--- src/rtl/timer_bank.sv ---
// timer_bank: NUM_CH independent timer/counter channels behind one word-addressed
// register window. Each channel: CTRL, PRESET, COUNT, STATUS.
// Optional build macro TIMER_BANK_PRESCALE_EN adds an 8-bit per-channel
// prescaler programmed through CTRL[15:8].
module timer_bank #(
    parameter int NUM_CH = 2,
    parameter int CNT_W  = 32
) (
    input  logic              clk,
    input  logic              reset,
    input  logic [29:0]       Addr,
    input  logic              WE,
    input  logic [3:0]        ByteEn,
    input  logic [31:0]       Din,
    output logic [31:0]       Dout,
    output logic [NUM_CH-1:0] IRQ,
    output logic              IRQ_any
);
    localparam int CH_W = (NUM_CH <= 2) ? 1 : $clog2(NUM_CH);

    typedef enum logic [1:0] {
        S_IDLE,
        S_LOAD,
        S_CNT,
        S_INT
    } state_t;

    logic [1:0]        reg_sel;
    logic [CH_W-1:0]   ch_sel;
    logic [31:0]       be_mask;
    logic              lint_unused;

    state_t            state_q    [NUM_CH];
    logic [CNT_W-1:0]  preset_q   [NUM_CH];
    logic [CNT_W-1:0]  count_q    [NUM_CH];
    logic [CNT_W-1:0]  preset_nxt [NUM_CH];
    logic [1:0]        mode_q     [NUM_CH];
    logic [NUM_CH-1:0] en_q;
    logic [NUM_CH-1:0] im_q;
    logic [NUM_CH-1:0] pend_q;
    logic [NUM_CH-1:0] tick;
    logic [NUM_CH-1:0] wr_ctrl;
    logic [NUM_CH-1:0] wr_preset;
    logic [NUM_CH-1:0] wr_status;
`ifdef TIMER_BANK_PRESCALE_EN
    logic [7:0]        psc_q      [NUM_CH];
    logic [7:0]        pcnt_q     [NUM_CH];
`endif

    assign reg_sel     = Addr[1:0];
    assign ch_sel      = Addr[CH_W+1:2];
    assign be_mask     = {{8{ByteEn[3]}}, {8{ByteEn[2]}}, {8{ByteEn[1]}}, {8{ByteEn[0]}}};
    assign lint_unused = ^{Addr, Din, be_mask};

    // Per-channel write strobes and byte-lane merge of the PRESET write data
    always_comb begin
        wr_ctrl   = '0;
        wr_preset = '0;
        wr_status = '0;
        for (int unsigned i = 0; i < NUM_CH; i++) begin
            wr_ctrl[i]    = WE && (ch_sel == i[CH_W-1:0]) && (reg_sel == 2'd0);
            wr_preset[i]  = WE && (ch_sel == i[CH_W-1:0]) && (reg_sel == 2'd1);
            wr_status[i]  = WE && (ch_sel == i[CH_W-1:0]) && (reg_sel == 2'd3);
            preset_nxt[i] = (preset_q[i] & ~be_mask[CNT_W-1:0]) |
                            (Din[CNT_W-1:0] & be_mask[CNT_W-1:0]);
        end
    end

    // Count-enable pulse per channel: every cycle, or once per PSC+1 cycles
    always_comb begin
        tick = '1;
        for (int unsigned i = 0; i < NUM_CH; i++) begin
`ifdef TIMER_BANK_PRESCALE_EN
            tick[i] = (pcnt_q[i] == psc_q[i]);
`else
            tick[i] = 1'b1;
`endif
        end
    end

    // Combinational read mux; unmatched (out-of-range) channels read as zero
    always_comb begin
        Dout = '0;
        for (int unsigned i = 0; i < NUM_CH; i++) begin
            if (ch_sel == i[CH_W-1:0]) begin
                case (reg_sel)
                    2'd0: begin
                        Dout[0]   = en_q[i];
                        Dout[2:1] = mode_q[i];
                        Dout[3]   = im_q[i];
`ifdef TIMER_BANK_PRESCALE_EN
                        Dout[15:8] = psc_q[i];
`endif
                    end
                    2'd1:    Dout[CNT_W-1:0] = preset_q[i];
                    2'd2:    Dout[CNT_W-1:0] = count_q[i];
                    default: Dout[0]         = pend_q[i];
                endcase
            end
        end
    end

    // Channel FSMs and register file; later assignments give software CTRL
    // writes priority over the INT-state EN clear, and the hardware PEND set
    // priority over a same-cycle write-1-to-clear
    always_ff @(posedge clk or negedge reset) begin
        if (!reset) begin
            en_q   <= '0;
            im_q   <= '0;
            pend_q <= '0;
            for (int unsigned i = 0; i < NUM_CH; i++) begin
                state_q[i]  <= S_IDLE;
                preset_q[i] <= '0;
                count_q[i]  <= '0;
                mode_q[i]   <= '0;
`ifdef TIMER_BANK_PRESCALE_EN
                psc_q[i]    <= '0;
                pcnt_q[i]   <= '0;
`endif
            end
        end else begin
            for (int unsigned i = 0; i < NUM_CH; i++) begin
                case (state_q[i])
                    S_IDLE: begin
                        if (en_q[i]) state_q[i] <= S_LOAD;
                    end
                    S_LOAD: begin
                        count_q[i] <= (mode_q[i] == 2'd2) ? '0 : preset_q[i];
`ifdef TIMER_BANK_PRESCALE_EN
                        pcnt_q[i]  <= '0;
`endif
                        state_q[i] <= S_CNT;
                    end
                    S_CNT: begin
                        if (!en_q[i]) begin
                            state_q[i] <= S_IDLE;
                        end else if (tick[i]) begin
`ifdef TIMER_BANK_PRESCALE_EN
                            pcnt_q[i] <= '0;
`endif
                            if (mode_q[i] == 2'd2) begin
                                count_q[i] <= count_q[i] + CNT_W'(1);
                            end else if (count_q[i] <= CNT_W'(1)) begin
                                count_q[i] <= '0;
                                state_q[i] <= S_INT;
                            end else begin
                                count_q[i] <= count_q[i] - CNT_W'(1);
                            end
                        end else begin
`ifdef TIMER_BANK_PRESCALE_EN
                            pcnt_q[i] <= pcnt_q[i] + 8'd1;
`endif
                        end
                    end
                    default: begin
                        if (mode_q[i] == 2'd1) begin
                            state_q[i] <= S_LOAD;
                        end else begin
                            en_q[i]    <= 1'b0;
                            state_q[i] <= S_IDLE;
                        end
                    end
                endcase

                if (wr_ctrl[i] && ByteEn[0]) begin
                    en_q[i]   <= Din[0];
                    mode_q[i] <= Din[2:1];
                    im_q[i]   <= Din[3];
                end
`ifdef TIMER_BANK_PRESCALE_EN
                if (wr_ctrl[i] && ByteEn[1]) psc_q[i] <= Din[15:8];
`endif
                if (wr_preset[i]) preset_q[i] <= preset_nxt[i];
                if (wr_status[i] && ByteEn[0] && Din[0]) pend_q[i] <= 1'b0;
                if (state_q[i] == S_INT) pend_q[i] <= 1'b1;
            end
        end
    end

    assign IRQ     = pend_q & im_q;
    assign IRQ_any = |IRQ;

endmodule

--- config.mk ---
export PLATFORM = sky130hd
export DESIGN_NAME = timer_bank
export DESIGN_NICKNAME = d
export VERILOG_FILES = /design/src/rtl/timer_bank.sv
export SDC_FILE = /design/constraint.sdc
export NUM_CORES = 1
export LEC_CHECK = 0
export CORE_ASPECT_RATIO = 0.75
export CORE_UTILIZATION = 59
export DETAILED_ROUTE_END_ITERATION = 12
export HOLD_SLACK_MARGIN = 0.15
export PLACE_DENSITY = 0.86
export SETUP_SLACK_MARGIN = 0.3
export SYNTH_ARGS = -nofsm -noshare
export SYNTH_HDL_FRONTEND = slang
export SYNTH_SLANG_ARGS = --single-unit
--- constraint.sdc ---
create_clock -name clk -period 3.7 [get_ports clk]
set_input_delay 0.925 -clock clk [delete_from_list [all_inputs] [get_ports clk]]
set_output_delay 0.925 -clock clk [all_outputs]
set_load 0.05 [all_outputs]
==> results.md, run 1 <==
- Most frequent cell on the critical path: buf_8
- Nets: approximately 1300
- Adder-cell share of the synthesized area: 0.0132
- Antenna viol nets, final: 0
- Final Skew: about 0.009 ns
- Synth unique cells: slightly above 80
- Post-synthesis mux area share: 0.0782
- Hold Buf Count CTS: 0
- Seq/Total Area, Yosys: 0.340
- Clk slew on worst S/H paths: about 0.06 ns
- IO Count: around 100
- Crit path DAT: around 2.5 ns
- Slowest CP cell: mux4_2
- Status: complete, no violations
- Largest family of logic cells by synthesized area: compound AO/OA/AOI/OAI gates
- Top cell type's share of synthesized area: 0.340
- Startpoint types: input pin
- Clk_lat worst skew: approximately 0.44 ns
- DRC errors left: 0
- GRT Util Overall: 0.435
- Largest net degree at the start of global routing: 73
- Syn-to-layout area delta: 21.4%
- Clock power frac: 0.212
- Initial Util: 0.612
- NetSw: 4.26 mW
- Main synth FF type: dfrtp_1
- Max cap viols: 0
- CP delay by family, top: multiplexers
- Core Area: ~17000 µm²
- Ys async rst share: 1.00
- Die height: around 120 µm
- Fin crit period: 3.40 ns
- Critical path class: input pin to primary output
- Initial antenna violation count: 0
- Commonest non-fill, non-tap cell in the layout: dfrtp_1
- Int Pwr: ~4.8 mW
- Post-synthesis simple-gate area fraction: 0.212
- P per Cell Area: 717 nW/µm²
- FMAX: approximately 290 MHz
- Yosys warning count: 0
- Global route overflow: 0
- Antenna Cells: 0
- Sequential Power Share: 0.359
- Vias in the first global route: ~11000
- DP Wirelength: between 20000 and 30000 µm
- Critical path depth in cells: 7
- Mapped Avg Cell Area: approximately 8.6 µm²
- Die W: around 160 µm
- TritonCTS clock tree: built
- Logic pwr share: 0.429
- Number of H-tree levels: 4
- Die ar.: 18300 µm²
- Crit Path Max Fanout: 5
- Buf/Inv on CP: 4
- CP Cell Sequence: buf_8 > buf_6 > ha_4 > a222oi_1 > inv_1 > mux4_2 > buf_8
- Period utilization: 0.918
- Max_slew headroom: 0.110
- Post-synth top area cell: dfrtp_1
- Cts bufs inserted: 17
- XOR/XNOR share of the synthesized area: 0.0452
- EDFF count, synth: 0
- Vias per inst: 7.48
- Setup tns final: 0 ns
- Final Hold Viols: 0
- Crit. End Element: primary output
- Syn Nets: between 1000 and 1500
- GPL Wtd Cong: 1.01
- Layout cell share with drive strength beyond 1: 0.216
- Clock sinks: approximately 140
- Lkg Pwr: 4.77 nW
- Worst hold path type: input pin to asynchronous set/reset pin
- # port buffers: 76
- Drt total wl: around 40000 µm
- Worst-Margin Slew: roughly 1.3 ns
- Post-synthesis register bit count: 142
- Slowest stage delay, CP: 0.52 ns
- Switching share of total power: 0.467
- Initial DRT Pass Iterations: 6
- Avg WL per Cell: 26.2 µm
- Compound-cell area share of the yosys netlist: 0.249
- Max-slew violations: 0
- Final Power: ~9.1 mW
- Clock buffer depth: 2
- First-pass GRT wire length: around 61000 µm
- Data required, critical path: around 2.8 ns
- Via count: roughly 11000
- RSZ-0062 raised after global routing: true
- Iteration-0 DRC Markers: 1948
- Final setup vio count: 0
- Root buf cell: clkbuf_16
- VDD IR max: around 0.44 mV
- Syn Std Cell Area: approximately 10000 µm²
- Commonest non-fill, non-tap cells in the layout: dfrtp_1, a21oi_1, nand2_1
- Floorplan row count: approximately 40
- Layout Cells excl Fill: 1491
- DP Cell Count: 1455
- Worst reg2reg path depth: 9
- Cell count after synthesis: about 1200
- Synth top area cells: dfrtp_1, mux2_2, a21oi_1, clkbuf_1, a221oi_1
==> logic make-up (layout without fill, tap and decap cells) <==
family,Yosys count,count (layout)
DFF,142,142
and+or+nand+nor,405,405
xor gates and xnor gates,54,54
muxes,72,72
AOI/OAI and AO/OA,374,374
buffers and inverters,159,197
adders and majority gates,11,11
==> worst register-to-register path: cells and delay by family, from the launching register on <==
kind	cells	cell delay, ns
compound gates	3	0.75
fa+ha+maj	1	0.26
buf+inv	2	0.29
flops	1	0.52
simple gates	3	1.20
==> what timing repair did <==
item,4_1_cts,5_1_grt
resized for setup,27,6
pin swaps,2,2
buffers inserted,0,2
hold endpoints to repair,0,0
cloned,3,0
setup endpoints to repair,32,5
==> cells in the mapped netlist, types with 15 or more instances <==
cell type and count:
a221oi_1 41, a21oi_1 83, mux2_2 68, o211ai_1 15, buf_2 20, inv_1 27
nand2_1 80, nand4_1 38, xnor2_1 40, a22oi_1 37, dfrtp_1 142, nor2_1 74
nor4_1 33, nand3_1 42, a211oi_1 44, o21ai_0 49, nor3_1 43, clkbuf_1 96
==> per-layer routing <==
metal  up-vias  track usage  wire length (µm)
li1       4683            -                 -
met1      5332        0.600             15300
met2       971        0.614             16500
met3       167        0.146              5460
met4         0        0.199              1790
met5         -            0                 0
==> layout make-up <==
type / instances / area, µm²
sequential: 142 / 3550
tap: 236 / 295
multi-input combinational: 916 / 6770
inverter: 30 / 113
timing repair buffer: 136 / 1330
clock buffer: 17 / 425
fill: 1209 / 4390
clock inverter: 14 / 215
==> power groups by stage <==
stage	clock network, mW	logic [mW]	registers (mW)
final	1.93	3.90	3.27
after global routing	2.00	4.16	3.33
after CTS	1.92	3.75	3.19
after detailed placement	0	3.67	3.19
after global placement	0	3.57	3.17
after floorplan	0	3.28	2.43
==> per-stage QoR <==
step | instance area, µm² | util | hold slack (ns) | setup slack [ns]
6_report | 12700 | 0.743 | 0.412 | 0.303
5_1_grt | 12700 | 0.743 | 0.443 | 0.261
4_1_cts | 12700 | 0.741 | 0.430 | 0.335
3_5_place_dp | 11800 | 0.692 | 0.518 | -0.141
3_3_place_gp | 11800 | 0.692 | 0.509 | -0.0606
2_1_floorplan | 10900 | - | 0.472 | 0.208
==> worst paths after layout <==
path                                             start                 endpoint  slack [ns]
worst min register to register     im_q[1]$_DFFE_PN0P_      im_q[1]$_DFFE_PN0P_        0.53
max in group asynchronous                        reset  count_q[56]$_DFFE_PN0P_        2.51
worst min-delay path                             reset   count_q[9]$_DFFE_PN0P_        0.41
worst max register to register  count_q[0]$_DFFE_PN0P_  count_q[14]$_DFFE_PN0P_        0.58
min in group clk                   im_q[1]$_DFFE_PN0P_      im_q[1]$_DFFE_PN0P_        0.53
worst max-delay path                           Addr[0]                  Dout[0]        0.30
No activity file was read; power rests on OpenSTA's default activity.
==> inputs of run 2 (changes only) <==
Settings changed: CORE_UTILIZATION 59 to 50, PLACE_DENSITY 0.86 to 0.75.
==> results.md, run 2 (synthesis results as in run 1) <==
- Slowest CP cell: mux4_2
- GPL Wtd Cong: 0.974
- Critical path class: input pin to primary output
- Period utilization: 0.917
- Floorplan row count: 45
- Die W: ~170 µm
- Final Skew: around 0.01 ns
- DP Wirelength: 26600 µm
- Root buf cell: clkbuf_16
- RSZ-0062 raised after global routing: true
- Global route overflow: 0
- DP Worst Slack: -0.136 ns
- Number of H-tree levels: 4
- Max cap viols: 0
- Hold path depth: 1
- IO Count: around 100
- Vias in the first global route: between 9000 and 10000
- VDD IR max: about 0.36 mV
- P per Cell Area: about 700 nW/µm²
- Iteration-0 DRC Markers: between 1000 and 1500
- Initial Util: 0.513
- Most frequent cell on the critical path: buf_6
- Drt total wl: roughly 38000 µm
- Fin crit period: approximately 3.4 ns
- Core Area: 20400 µm²
- WHS: ~0.54 ns
- Data required, critical path: approximately 2.8 ns
- Initial antenna violation count: 0
- # port buffers: 76
- Syn-to-layout area delta: 20.4%
- Max_slew headroom: 0.144
- Clock sinks: approximately 140
- Worst hold path type: register to register
- Status: complete, no violations
- Dpl cell area: between 10000 and 15000 µm²
- Lkg Pwr: about 4.7 nW
- Worst-Margin Slew: between 1 and 1.5 ns
- Crit Path Max Fanout: 5
- DRC errors left: 0
- Cts bufs inserted: 17
- Initial DRT Pass Iterations: 6
- Nets: ~1300
- Finished Cell Area: 12600 µm²
- Setup tns final: 0 ns
- Clk slew on worst S/H paths: around 0.060 ns
- First-pass GRT wire length: between 50000 and 60000 µm
- Clock buffer depth: 2
- Layout cell share with drive strength beyond 1: 0.213
- PnR worst setup slack: just over 0.3 ns
- Die height: ~130 µm
- Slowest stage delay, CP: between 0.5 and 0.6 ns
- Max-slew violations: 0
- Die ar.: about 22000 µm²
- Commonest non-fill, non-tap cells in the layout: dfrtp_1, a21oi_1, buf_4
- Startpoint types: input pin
- Avg WL per Cell: 24.5 µm
- Core Util, Final: 0.618
- Fill count: about 1700
- Antenna Cells: 0
- Crit. End Element: primary output
- FMAX: slightly below 300 MHz
- GRT Util Overall: 0.352
- Antenna viol nets, final: 0
- Commonest non-fill, non-tap cell in the layout: dfrtp_1
- Crit path DAT: 2.47 ns
- Worst reg2reg path depth: 9
- Final Hold Viols: 0
- TritonCTS clock tree: built
- Final setup vio count: 0
- Via count: 10800
- Largest net degree at the start of global routing: 83
- CP Cell Sequence: buf_6 > buf_6 > ha_4 > buf_4 > a222oi_1 > inv_1 > mux4_2 > buf_8
- Clk_lat worst skew: 0.45 ns
- Vias per inst: approximately 7
-- run 2: where the power goes --
group          switching (mW)  internal (mW)
registers                1.15           2.08
logic                    2.26           1.56
clock network           0.746          0.978
-- run 2: metal layers --
metal  part of all wire  global-route usage
met5                  0                   0
met4              0.024               0.114
met3               0.11              0.0871
met2               0.42               0.510
met1               0.44               0.514
-- run 2: path summary, 6_finish.rpt --
check | from | slack, ns | to
setup / recovery | Addr[1] | 0.31 | Dout[0]
hold / removal | register | 0.54 | register
setup reg to reg | count_q[0]$_DFFE_PN0P_ | 0.66 | count_q[14]$_DFFE_PN0P_
hold reg to reg | register | 0.54 | register
max in group asynchronous | reset | 2.39 | count_q[60]$_DFFE_PN0P_
min in group asynchronous | reset | 0.55 | count_q[12]$_DFFE_PN0P_
-- run 2: stage by stage --
| step | std cells | power, mW |
|---|---|---|
| after floorplan | 1217 | 5.71 |
| after global placement | 1501 | 6.77 |
| after detailed placement | 1501 | 6.87 |
| after CTS | 1536 | 8.63 |
| after global routing | 1540 | 9.21 |
| final | 1540 | 8.78 |
-- run 2: final cells by class --
class	count	area (µm²)	area share
Clock buffer	20	467	0.0370
Timing Repair Buffer	138	1290	0.102
Multi-Input combinational cell	916	6710	0.533
Inverter	30	113	0.00894
Clock inverter	12	114	0.00904
Tap cell	282	353	0.0280
Sequential cell	142	3550	0.282
-- run 2: what timing repair did --
| item | CTS | global route |
|---|---|---|
| gates resized for setup | 21 | 3 |
| setup buffers | 2 | 4 |
| hold buffers | 0 | 0 |
| gates cloned | 1 | 0 |
| endpoints found under the setup margin | 32 | 2 |
| pin swaps | 5 | 2 |
-- run 2: worst max-delay path, delay by kind of cell --
kind / cells / cell delay, ns
adder cells (fa/ha/maj): 1 / 0.18
AO/OA/AOI/OAI: 1 / 0.22
multiplexers: 1 / 0.52
buffers and inverters: 5 / 0.62
==> variant 1 (config.mk and constraints of run 2) <==
Add a define of `TIMER_BANK_PRESCALE_EN`.
--- a/src/rtl/timer_bank.sv
+++ b/src/rtl/timer_bank.sv
@@ -2,6 +2,8 @@
 // register window. Each channel: CTRL, PRESET, COUNT, STATUS.
 // Optional build macro TIMER_BANK_PRESCALE_EN adds an 8-bit per-channel
 // prescaler programmed through CTRL[15:8].
+`define TIMER_BANK_PRESCALE_EN
+
 module timer_bank #(
     parameter int NUM_CH = 2,
     parameter int CNT_W  = 32
Function: changed (Yosys sat finds a counterexample within 4 cycles, from zero or initial values and one cycle with reset low).
==> variant 1 against run 2 <==
- area after synthesis increased by 12%
- sequential cell count increased by 32
- clock skew is 2.9 ps higher
- combinational power rose by 4%
- worst setup slack improved by 24 ps
- cell area increased by 16%
- routed wire length increased by 9.5%
- first-iteration DRC count decreased by 3.0%
- non-clock buffer count rose by 43
- power is 7.4% higher
==> variant 1: results (changes against run 2) <==
| Metric | Value |
|---|---|
| Aggregate global-route resource usage | 0.352 (-0.000480) |
| Fraction of layout cells with a size suffix above 1 | 0.231 (+0.0178) |
| Top area cells in the synthesized netlist | sky130_fd_sc_hd__dfrtp_1 37%, sky130_fd_sc_hd__mux2_2 8.1%, sky130_fd_sc_hd__a221oi_1 4.1% |
| Placement Rows | 48 (+6.7%) |
| Most numerous cell types in the synthesized netlist | 174 x sky130_fd_sc_hd__dfrtp_1, 102 x sky130_fd_sc_hd__nand2_1, 98 x sky130_fd_sc_hd__clkbuf_1, 84 x sky130_fd_sc_hd__mux2_2, 83 x sky130_fd_sc_hd__nor3_1 |
| Share of the yosys chip area belonging to registers | 0.371 (+0.0318) |
| Pre-antenna DRT Iters | 8 (+2) |
| Slew at the pin closest to its max-slew limit | 1390 ps (+105 ps) |
| Avg WL per Cell | 23.6 um (-3.5%) |
| VDD IR max | 429 uV (+19%) |
| Iter 0 DRT Violations | 1438 (-3.0%) |
| Number of global-route vias before repair | 11.1k (+15%) |
| Biggest cell delay along the critical path | 290 ps (-230 ps) |
| Net switching component of the power | 4310 uW (+3.8%) |
| Adder-cell share of the synthesized area | 0.0139 (+0.000722) |
| P_leak | 0.00578 uW (+23%) |
| Worst slack after detailed placement | -132 ps (+4.08 ps) |
| Highest-delay cell along the critical path | sky130_fd_sc_hd__a311oi_4 |
| Wire length of the first global-routing pass | 64300 um (+12%) |
| Gp weighted congestion | 1.04 (+6.3%) |
| Compound-Gate Fraction of Synth Area | 0.217 (-0.0327) |
| Post-synthesis net count | 1437 (+11%) |
| Number of buffers inserted during clock tree synthesis | 17 (unchanged) |
| Mux share of post-synthesis cell area | 0.0852 (+0.00697) |
| Worst path arrival time | 2440 ps (-30 ps) |
| Post-Synth XOR/XNOR Area | 0.0463 (+0.00112) |
| Number of antenna cells inserted | 0 (unchanged) |
| DP Wirelength | 29300 um (+10%) |
| Number of nets at the end of the flow | 1516 (+14%) |
| Number of buffers added on ports | 76 (unchanged) |
| Maximum number of pins on one net before global-route repair | 71 (-14%) |
| Library cells used by synthesis | 66 (-20%) |
| Via-to-Cell Ratio | 6.82 (-2.4%) |
| Run status | completed |
| Worst-path fanout max | 6 (+1) |
| Final Skew | 13.0 ps (+2.94 ps) |
| Type of the tightest min-delay check | input port to asynchronous set/reset pin |
==> variant 1: cell type report <==
class,count,area (um2)
tap,300,375
clock buffer,19,433
inverter,25,97.6
fill,1888,8440
multi-input combinational,1035,7390
clock inverter,13,155
timing repair buffer,181,1760
sequential,174,4350
==> variant 1: logic make-up (layout without fill, tap and decap cells) <==
group	after synthesis	in the layout
AO/OA/AOI/OAI	374	374
XOR/XNOR	62	62
adder cells (fa/ha/maj)	13	13
buffers and inverters	146	238
flip-flops	174	174
multiplexers	88	88
AND/OR/NAND/NOR	498	498
==> variant 1: worst paths after layout <==
| path | slack (ps) | cells past startpoint | start | end |
|---|---|---|---|---|
| max in group asynchronous | 2470 | 2 | reset | count_q[13] |
| min in group clk | 540 | 1 | register | register |
| worst min register to register | 540 | 1 | register | register |
| worst min-delay path | 430 | 1 | reset | count_q[54] |
| worst max-delay path | 330 | 10 | Addr[0] | Dout[13] |
| worst max register to register | 410 | 8 | count_q[12] | count_q[14] |
==> variant 1: routing by layer <==
layer,vias up,share of wire,track usage
li1,5277,-,-
met1,5787,0.43,0.524
met2,760,0.43,0.512
met3,83,0.11,0.0771
met4,0,0.022,0.0942
met5,-,0,0
==> variant 1: what timing repair did <==
item / 4_1_cts / 5_1_grt
pin swaps: 7 / 2
gates cloned: 1 / 0
gates resized for setup: 38 / 9
setup endpoints to repair: 32 / 19
buffers inserted: 3 / 0
==> variant 1: power by group through the flow <==
stage	clock network (uW)	registers (uW)	logic, uW
floorplan	0	2890	3070
global placement	0	3520	3710
detailed placement	0	3560	3800
CTS	1870	3540	3870
global route	1960	3690	4270
finish	1860	3610	3960
==> variant 1: per-stage QoR <==
step | area (um2) | cells | total power, uW
6_report | 14600 | 1747 | 9430
5_1_grt | 14600 | 1747 | 9920
4_1_cts | 14500 | 1747 | 9280
3_5_place_dp | 13700 | 1711 | 7360
3_3_place_gp | 13700 | 1711 | 7230
2_1_floorplan | 12200 | 1355 | 5960
==> variant 2 (settings of run 2) <==
Made on the original files. Register the inputs `Addr` and `WE` before use, with the module's reset. The logic sees them one clock later. The other inputs are not delayed to match.
--- a/src/rtl/timer_bank.sv
+++ b/src/rtl/timer_bank.sv
@@ -25,6 +25,19 @@
         S_INT
     } state_t;
 
+    logic [29:0] Addr_q;
+    logic WE_q;
+
+    always_ff @(posedge clk or negedge reset) begin
+        if (!reset) begin
+            Addr_q <= '0;
+            WE_q   <= '0;
+        end else begin
+            Addr_q <= Addr;
+            WE_q   <= WE;
+        end
+    end
+
     logic [1:0]        reg_sel;
     logic [CH_W-1:0]   ch_sel;
     logic [31:0]       be_mask;
@@ -47,10 +60,10 @@
     logic [7:0]        pcnt_q     [NUM_CH];
 `endif
 
-    assign reg_sel     = Addr[1:0];
-    assign ch_sel      = Addr[CH_W+1:2];
+    assign reg_sel     = Addr_q[1:0];
+    assign ch_sel      = Addr_q[CH_W+1:2];
     assign be_mask     = {{8{ByteEn[3]}}, {8{ByteEn[2]}}, {8{ByteEn[1]}}, {8{ByteEn[0]}}};
-    assign lint_unused = ^{Addr, Din, be_mask};
+    assign lint_unused = ^{Addr_q, Din, be_mask};
 
     // Per-channel write strobes and byte-lane merge of the PRESET write data
     always_comb begin
@@ -58,9 +71,9 @@
         wr_preset = '0;
         wr_status = '0;
         for (int unsigned i = 0; i < NUM_CH; i++) begin
-            wr_ctrl[i]    = WE && (ch_sel == i[CH_W-1:0]) && (reg_sel == 2'd0);
-            wr_preset[i]  = WE && (ch_sel == i[CH_W-1:0]) && (reg_sel == 2'd1);
-            wr_status[i]  = WE && (ch_sel == i[CH_W-1:0]) && (reg_sel == 2'd3);
+            wr_ctrl[i]    = WE_q && (ch_sel == i[CH_W-1:0]) && (reg_sel == 2'd0);
+            wr_preset[i]  = WE_q && (ch_sel == i[CH_W-1:0]) && (reg_sel == 2'd1);
+            wr_status[i]  = WE_q && (ch_sel == i[CH_W-1:0]) && (reg_sel == 2'd3);
             preset_nxt[i] = (preset_q[i] & ~be_mask[CNT_W-1:0]) |
                             (Din[CNT_W-1:0] & be_mask[CNT_W-1:0]);
         end
Function: changed (a bounded check fails within 4 cycles, from zero or initial values and one cycle with reset low).
==> variant 2 against run 2 <==
- worst hold slack got worse by 37 ps
- worst setup slack got worse by 8.7 ps
- sequential cell count increased by 4
- power decreased by 1.4%
- routed wire length increased by 3.1%
- register-to-register slack got worse by 160 ps
- final cell count increased by 0.19%
- clock skew increased by 0.73 ps
- global-route usage increased by 1.2 points
- area after synthesis increased by 1.1%
- via count increased by 4.3%
- cell area decreased by 3.0%
- sequential power about the same
- highest routed layer unchanged
==> variant 2: results (changes against run 2) <==
| Metric | Value |
|---|---|
| Number of antenna cells inserted | 0 (unchanged) |
| Setup bufs post-CTS | 0 (-2) |
| Number of global-route vias before repair | 10.4k (+6.6%) |
| Library cells used by synthesis | 77 (-6.1%) |
| YS warnings | 0 (unchanged) |
| Maximum number of pins on one net before global-route repair | 66 (-20%) |
| Setup slack of the worst register-to-register path | 500 ps (-160 ps) |
| Capturing instance or port of the critical path | Dout[30] |
| Top delay family on crit path | buffers and inverters |
| Clock transition at the register clock pins on the worst setup and hold paths after CTS | 70 ps |
| Setup crit start | Addr_q[1] |
| Worst r2r path cells | 8 (-1) |
| Final Skew | 10.8 ps (+0.733 ps) |
| Worst-path fanout max | 54 (+49) |
| Final TNS setup | 0 ps (unchanged) |
| Worst slew margin relative to its limit | 0.207 (+0.0630) |
| Biggest cell delay along the critical path | 430 ps (-90 ps) |
| Via-to-Cell Ratio | 7.27 (+4.1%) |
| Cell area after layout | 12200 um2 (-3.0%) |
| DP Wirelength | 27500 um (+3.5%) |
| Share of the yosys chip area belonging to registers | 0.345 (+0.00564) |
| P_leak | 0.00463 uW (-1.2%) |
| Worst path arrival time | 2480 ps |
| Gp weighted congestion | 0.990 (+1.7%) |
| Top area cells in the synthesized netlist | sky130_fd_sc_hd__dfrtp_1 35%, sky130_fd_sc_hd__mux2_2 7.2%, sky130_fd_sc_hd__a221oi_1 6.4% |
| Iter 0 DRT Violations | 2053 (+39%) |
| Resized Gates After CTS | 0 (-100%) |
| Skew-Pair Late Insertion Delay | 440 ps |
| Pre-antenna DRT Iters | 6 (unchanged) |
| Highest-delay cell along the critical path | sky130_fd_sc_hd__dfrtp_1 |
| Wire length reported by the detailed router | 38900 um (+3.1%) |
| Number of buffers inserted during clock tree synthesis | 17 (unchanged) |
| Run status | completed |
| Most numerous cell types in the synthesized netlist | 146 x sky130_fd_sc_hd__dfrtp_1, 114 x sky130_fd_sc_hd__clkbuf_1, 88 x sky130_fd_sc_hd__nor3_1, 77 x sky130_fd_sc_hd__a221oi_1, 74 x sky130_fd_sc_hd__nand2_1 |
| VDD IR max | 439 uV (+22%) |
| Number of nets at the end of the flow | 1328 (+0.23%) |
| Type of the tightest min-delay check | input port to asynchronous set/reset pin |
| Number of buffers added on ports | 76 (unchanged) |
| Htree depth | 4 (unchanged) |
| Launch point of the worst reg-to-reg path | count_q[0] |
| Aggregate global-route resource usage | 0.364 (+0.0118) |
| Wire length of the first global-routing pass | 60200 um (+4.7%) |
| Fillers | 1838 (+6.2%) |
| Number of antenna violations at the first check in global routing | 0 (unchanged) |
| Fraction of layout cells with a size suffix above 1 | 0.181 (-0.0322) |
| Asr flop ratio synth | 1.00 (unchanged) |
| CTS root buffer | sky130_fd_sc_hd__clkbuf_16 |
| Post-synthesis net count | 1316 (+1.5%) |
| End of the worst register-to-register path | count_q[20] |
| Number of buffers on the longest clock path | 2 (unchanged) |
-- variant 2: cell count changes after synthesis, moves of 9 or more --
cell,run 2,this run
sky130_fd_sc_hd__a211oi_1,44,26
sky130_fd_sc_hd__a21oi_1,83,71
sky130_fd_sc_hd__a221oi_1,41,77
sky130_fd_sc_hd__a22oi_1,37,9
sky130_fd_sc_hd__buf_2,20,6
sky130_fd_sc_hd__clkbuf_1,96,114
sky130_fd_sc_hd__nor2_1,74,65
sky130_fd_sc_hd__nor3_1,43,88
sky130_fd_sc_hd__xnor2_1,40,29
-- variant 2: logic make-up after synthesis --
family	after synthesis	share of synthesized area
buf+inv	156	0.0571
xor+xnor	50	0.0414
fa+ha+maj	11	0.0130
mux	74	0.0792
compound gates	365	0.249
simple gates	434	0.215
flops	146	0.345
-- variant 2: report_power, final --
part / leakage (uW) / switching, uW / internal (uW)
Combinational: 0.00257 / 2240 / 1480
Clock: 0.000262 / 753 / 948
Sequential: 0.00180 / 1110 / 2120
-- variant 2: layout make-up --
class	count	area share
clock inverters	14	0.0105
well taps	282	0.0289
clock buffers	18	0.0359
inverters	28	0.00860
multi-input cells	934	0.531
repair buffers	121	0.0858
flip-flops and latches	146	0.299
-- variant 2: stage by stage --
step           total power [uW]  worst slack (ps)  std cells  hold WS, ps
2_1_floorplan              5570               432       1236          471
3_3_place_gp               6690               745       1511          505
3_5_place_dp               6780               653       1511          520
4_1_cts                    8500               303       1543          524
5_1_grt                    9080               237       1543          558
6_report                   8660               300       1543          503
-- variant 2: per-layer routing --
| layer | global-route usage | vias up | wire length (um) |
|---|---|---|---|
| met5 | 0.00915 | - | 0 |
| met4 | 0.132 | 0 | 1130 |
| met3 | 0.0821 | 97 | 5010 |
| met2 | 0.518 | 873 | 16200 |
| met1 | 0.536 | 5464 | 16500 |
| li1 | - | 4781 | - |
